===== src/rtl/control_unit.sv =====
// control_unit: registered RV64I-subset instruction decoder driving register file, immediate, muxes, ALU and data memory
module control_unit #(
  parameter int WORDSIZE = 64,
  parameter int INSTRUCTION_SIZE = 32
) (
  input  logic                        clk,
  input  logic                        reset,
  input  logic [INSTRUCTION_SIZE-1:0] instruction,
  output logic [4:0]                  cu_rf_addr_a,
  output logic [4:0]                  cu_rf_addr_b,
  output logic [4:0]                  cu_rf_write_addr,
  output logic                        cu_rf_write_en,
  output logic [WORDSIZE-1:0]         cu_immediate,
  output logic                        cu_mux_0_sel,
  output logic                        cu_mux_1_sel,
  output logic                        cu_mux_2_sel,
  output logic [2:0]                  cu_alu_operation,
  output logic                        cu_dm_write_en
);
  localparam logic [6:0] OP_LOAD  = 7'b0000011;
  localparam logic [6:0] OP_STORE = 7'b0100011;
  localparam logic [6:0] OP_R     = 7'b0110011;
  localparam logic [6:0] OP_I     = 7'b0010011;
  localparam logic [6:0] OP_LUI   = 7'b0110111;
  logic [6:0] opcode;
  logic [2:0] funct3;
  logic funct7_b5;
  logic is_load, is_store, is_r, is_i, is_lui;
  logic [WORDSIZE-1:0] imm_i, imm_s, imm_u, imm_d;
  logic [2:0] alu_op, alu_d;
  logic m0_d, m1_d, m2_d, rf_we_d, dm_we_d;
  assign opcode    = instruction[6:0];
  assign funct3    = instruction[14:12];
  assign funct7_b5 = instruction[30];
  assign is_load   = opcode == OP_LOAD;
  assign is_store  = opcode == OP_STORE;
  assign is_r      = opcode == OP_R;
  assign is_i      = opcode == OP_I;
  assign is_lui    = opcode == OP_LUI;
  assign imm_i = {{(WORDSIZE-12){instruction[31]}}, instruction[31:20]};
  assign imm_s = {{(WORDSIZE-12){instruction[31]}}, instruction[31:25], instruction[11:7]};
  assign imm_u = {{(WORDSIZE-32){instruction[31]}}, instruction[31:12], 12'b0};
  // Combinational decode; funct7[5] only turns add into sub for R-type, while it selects sra for both
  always_comb begin
    alu_op = funct3 == 3'b000 ? {2'b00, is_r & funct7_b5} :
             funct3 == 3'b111 ? 3'b010 :
             funct3 == 3'b110 ? 3'b011 :
             funct3 == 3'b100 ? 3'b100 :
             funct3 == 3'b001 ? 3'b101 :
             funct3 == 3'b101 ? {2'b11, funct7_b5} : 3'b000;
    alu_d   = (is_r | is_i) ? alu_op : 3'b000;
    imm_d   = (is_load | is_i) ? imm_i : is_store ? imm_s : is_lui ? imm_u : '0;
    m0_d    = is_lui;
    m1_d    = is_load | is_store | is_i | is_lui;
    m2_d    = is_load;
    rf_we_d = is_load | is_r | is_i | is_lui;
    dm_we_d = is_store;
  end
  // Register every output; reset clears all of them and wins over decode
  always_ff @(posedge clk) begin
    if (reset) begin
      cu_rf_addr_a     <= '0;
      cu_rf_addr_b     <= '0;
      cu_rf_write_addr <= '0;
      cu_rf_write_en   <= 1'b0;
      cu_immediate     <= '0;
      cu_mux_0_sel     <= 1'b0;
      cu_mux_1_sel     <= 1'b0;
      cu_mux_2_sel     <= 1'b0;
      cu_alu_operation <= '0;
      cu_dm_write_en   <= 1'b0;
    end else begin
      cu_rf_addr_a     <= instruction[19:15];
      cu_rf_addr_b     <= instruction[24:20];
      cu_rf_write_addr <= instruction[11:7];
      cu_rf_write_en   <= rf_we_d;
      cu_immediate     <= imm_d;
      cu_mux_0_sel     <= m0_d;
      cu_mux_1_sel     <= m1_d;
      cu_mux_2_sel     <= m2_d;
      cu_alu_operation <= alu_d;
      cu_dm_write_en   <= dm_we_d;
    end
  end
endmodule


===== config.mk =====
export PLATFORM = sky130hd
export DESIGN_NAME = control_unit
export DESIGN_NICKNAME = d
export VERILOG_FILES = /design/src/rtl/control_unit.sv
export SDC_FILE = /design/constraint.sdc
export NUM_CORES = 1
export LEC_CHECK = 0
export ABC_CLOCK_PERIOD_IN_PS = 2900
export BUFFER_PORTS_ARGS = -buffer_cell sky130_fd_sc_hd__buf_4
export CAP_MARGIN = 20
export CORE_ASPECT_RATIO = 0.6
export CORE_MARGIN = 10
export CORE_UTILIZATION = 45
export CTS_CLUSTER_DIAMETER = 150
export DETAILED_ROUTE_END_ITERATION = 8
export PLACE_DENSITY_LB_ADDON = 0.2
export REMOVE_ABC_BUFFERS = 1
export SETUP_SLACK_MARGIN = 0.3
export SLEW_MARGIN = 30
export SYNTH_ARGS = -nofsm -noshare
export SYNTH_HDL_FRONTEND = slang
export SYNTH_SLANG_ARGS = --single-unit

===== constraint.sdc =====
create_clock -name clk -period 2.9 [get_ports clk]
set_clock_uncertainty 0.1 [all_clocks]
set_input_delay 0.435 -clock clk [delete_from_list [all_inputs] [get_ports clk]]
set_output_delay 0.435 -clock clk [all_outputs]
set_load 0.005 [all_outputs]

==> reports/qor.yml <==
power_and_ir_drop:
  p_sw_share_pct: 20.8
  static-leakage-power_nw: 1.32
  netSwitchingPower_mw: 0.292
  sequentialPowerShare_pct: 55.0
  power_frac_comb_pct: 8.5
  total_power_mw: 1.40
  power_density_nw_per_um2: 508
  power.ir.vdd_worst_mv: 0.357
  pwr-share-clk_pct: 36.5
  cellInternalPower_mw: 1.11
clock_tree:
  cts_tree: "yes"
  cts.clk_slew.worst_paths_ns: 0.09
  cts_max_level: 2
  cts_buf_count: 5
  clk_root_buffer_cell: "clkbuf_8"
  post_cts_hold_buffer_count: 0
  ctsLongestPathBuffers: 2
  cts_num_sinks: 55
  cts-resized-gates: 0
  cts.repair_timing.setup_buffer_count: 0
timing:
  timing.final.hold_violations: 0
  max_clock_freq_mhz: 586
  final.period_utilization_pct: 58.9
  period_minus_slack_ns: 1.71
  maxSlewViolCount: 0
  maxSlewHeadroom_pct: 48.0
  tightest_slew_ns: 0.780
  rsz0062_at_grt: "false"
  final.hold.worst_slack_ns: 0.241
  finalSetupViolCount: 0
  fin_tns_setup_ns: 0
placement:
  detailedPlacementHpwl_um: 4180
  routabilityCongestion: 0.757
  port_buffers: 120
worst_setup_path:
  critical-path-max-stage-delay_ns: 0.66
  worst_setup_path_start_kind: "flip-flop"
  critical-path-top-delay-family: "flip-flops"
  timing.setup.critical_path_class: "flip-flop to output port"
  critPathArrivalTime_ns: 1.17
  timing.critical_path.cells: "buf_4"
  path_max_fanout: 33
  slowest_stage: "dfxtp_2"
  critical_path_buf_inv_count: 1
  timing.critical_path.required_ns: 2.37
  crit_end_element: "output port"
global_routing:
  grt_start_max_net_pins: 34
  globalRouteTotalUtil_pct: 14.1
  grt_first_pass_wirelength_um: 8440
  global_route.overflow_total: 0
  grt_antenna_before_repair: 0
  first_global_vias: 1582
layout:
  num_antenna_cells: 0
  nets: 320
  multiInputGateArea_um2: 564
  final-seq-area_um2: 1100
  drive_above_1_share_pct: 46.0
  final.fill_count: 361
  areaGrowthSynthToFinish_pct: 41.7
floorplan:
  dieHeight_um: 71
  design.die.area_um2: 7450
  floorplan.core_area_um2: 4140
  initial_core_utilization_pct: 47.1
  dieWidth_um: 105
  rows: 18
  ios: 121
route:
  route.detailed.wl_per_inst_um: 15.7
  drt_pass1_iterations: 4
  drcViolationCount: 0
  detailedRoute.firstIterationViolations: 64
  postRouteWirelength_um: 5430
  drt-vias-per-instance: 4.50
  ant_nets: 0
  via_count: 1562
synthesis:
  post_synthesis_register_bit_count: 55
  synth.most_common_cell: "dfxtp_1"
  seq_area_frac_synth_pct: 56.4
  synth.area.top_cells: "dfxtp_1 56%, buf_4 12%, nor2b_1 7.7%"
  synth_largest_type_area_fraction_pct: 56.4
  post_synthesis_cells: 200
  synth_edf_count: 0
  post_synth.cell_area_avg_um2: 9.75
  dominantRegCellSynth: "dfxtp_1"
  yosysWarnings: 0
  ys_top_cells_by_count: "55 x dfxtp_1, 32 x buf_4, 26 x a21oi_1"
  synth_largest_area_cell: "dfxtp_1"
  post_synthesis_cell_area_um2: 1950
  post_synthesis_async_set_or_reset_flop_share_pct: 0
  post_synth_num_cell_types: 24
flow_run:
  drv.max_cap_violation_count: 0
hold_path:
  hold_class: "input port to flip-flop"
run_status:
  outcome: "finished, final reports clean"
-- registers in the layout, indices dropped and copies added (netlist names) --
| name | cells |
|---|---|
| cu_rf_addr_a | 5 |
| cu_immediate | 32 |
| cu_alu_operation | 3 |
| cu_mux_1_sel | 1 |
| cu_rf_write_addr | 5 |
| cu_mux_0_sel | 1 |
| cu_dm_write_en | 1 |
| cu_mux_2_sel | 1 |
| cu_rf_write_en | 1 |
| cu_rf_addr_b | 5 |
-- layout make-up --
cell class / instances / share of cell area, %
flip-flops and latches: 55 / 39.9
repair buffers: 120 / 32.6
multi-input cells: 103 / 20.4
clock buffers: 6 / 2.99
well taps: 60 / 2.72
clock inverters: 2 / 1.27
inverters: 1 / 0.136
-- layer usage --
| metal | routed length (um) | part of all wire (%) | vias to the layer above | GRT usage, % |
|---|---|---|---|---|
| li1 | - | - | 785 | - |
| met1 | 2310 | 43 | 713 | 15.9 |
| met2 | 2630 | 48 | 54 | 23.5 |
| met3 | 387 | 7.1 | 10 | 5.61 |
| met4 | 101 | 1.9 | 0 | 5.61 |
| met5 | 0 | 0 | - | 0 |
-- power groups by stage --
| stage | sequential [mW] | combinational, mW | clock, mW |
|---|---|---|---|
| 5_1_grt | 0.775 | 0.132 | 0.555 |
| 3_3_place_gp | 0.791 | 0.117 | 0 |
| 2_1_floorplan | 0.793 | 0.0337 | 0 |
| 6_report | 0.773 | 0.119 | 0.513 |
| 4_1_cts | 0.773 | 0.120 | 0.522 |
| 3_5_place_dp | 0.791 | 0.119 | 0 |
-- stage by stage --
step | setup slack, ns | area, um2 | instances | utilization (%)
global placement | 0.995 | 2640 | 339 | 63.7
detailed placement | 0.983 | 2640 | 339 | 63.7
global route | 1.09 | 2760 | 347 | 66.7
finish | 1.19 | 2760 | 347 | 66.7
CTS | 0.828 | 2760 | 347 | 66.5
floorplan | 1.04 | 1660 | 159 | -
-- cells by family (layout without fill, tap and decap cells) --
logic type,Yosys count,count (layout),synth area share (%)
buf+inv,42,129,14.9
compound gates,30,30,7.95
simple gates,73,73,20.7
flops,55,55,56.4
-- worst paths after layout --
check / from / end / depth (start not counted) / slack [ns]
max: cu_immediate[62]$_SDFF_PP0_ / cu_immediate[57] / 1 / 1.19
min: instruction[13] / cu_alu_operation[2]$_SDFF_PP0_ / 2 / 0.24
-- placed cells by master (no fill, tap or decap), drive strengths merged --
master	synthesis	final
a211oi	1	1
a21oi	26	26
and2	1	1
and3	8	8
and3b	1	1
buf	38	120
bufinv	0	1
clkbuf	3	6
clkinv	0	1
dfxtp	55	55
inv	1	1
nand2	20	20
nand3b	2	2
nor2	10	10
nor2b	24	24
nor3	2	2
nor3b	1	1
nor4	2	2
o21a	1	1
o21ai	2	2
or3	1	1
or4	1	1
Note: power is estimated with default switching activity, not from simulation.
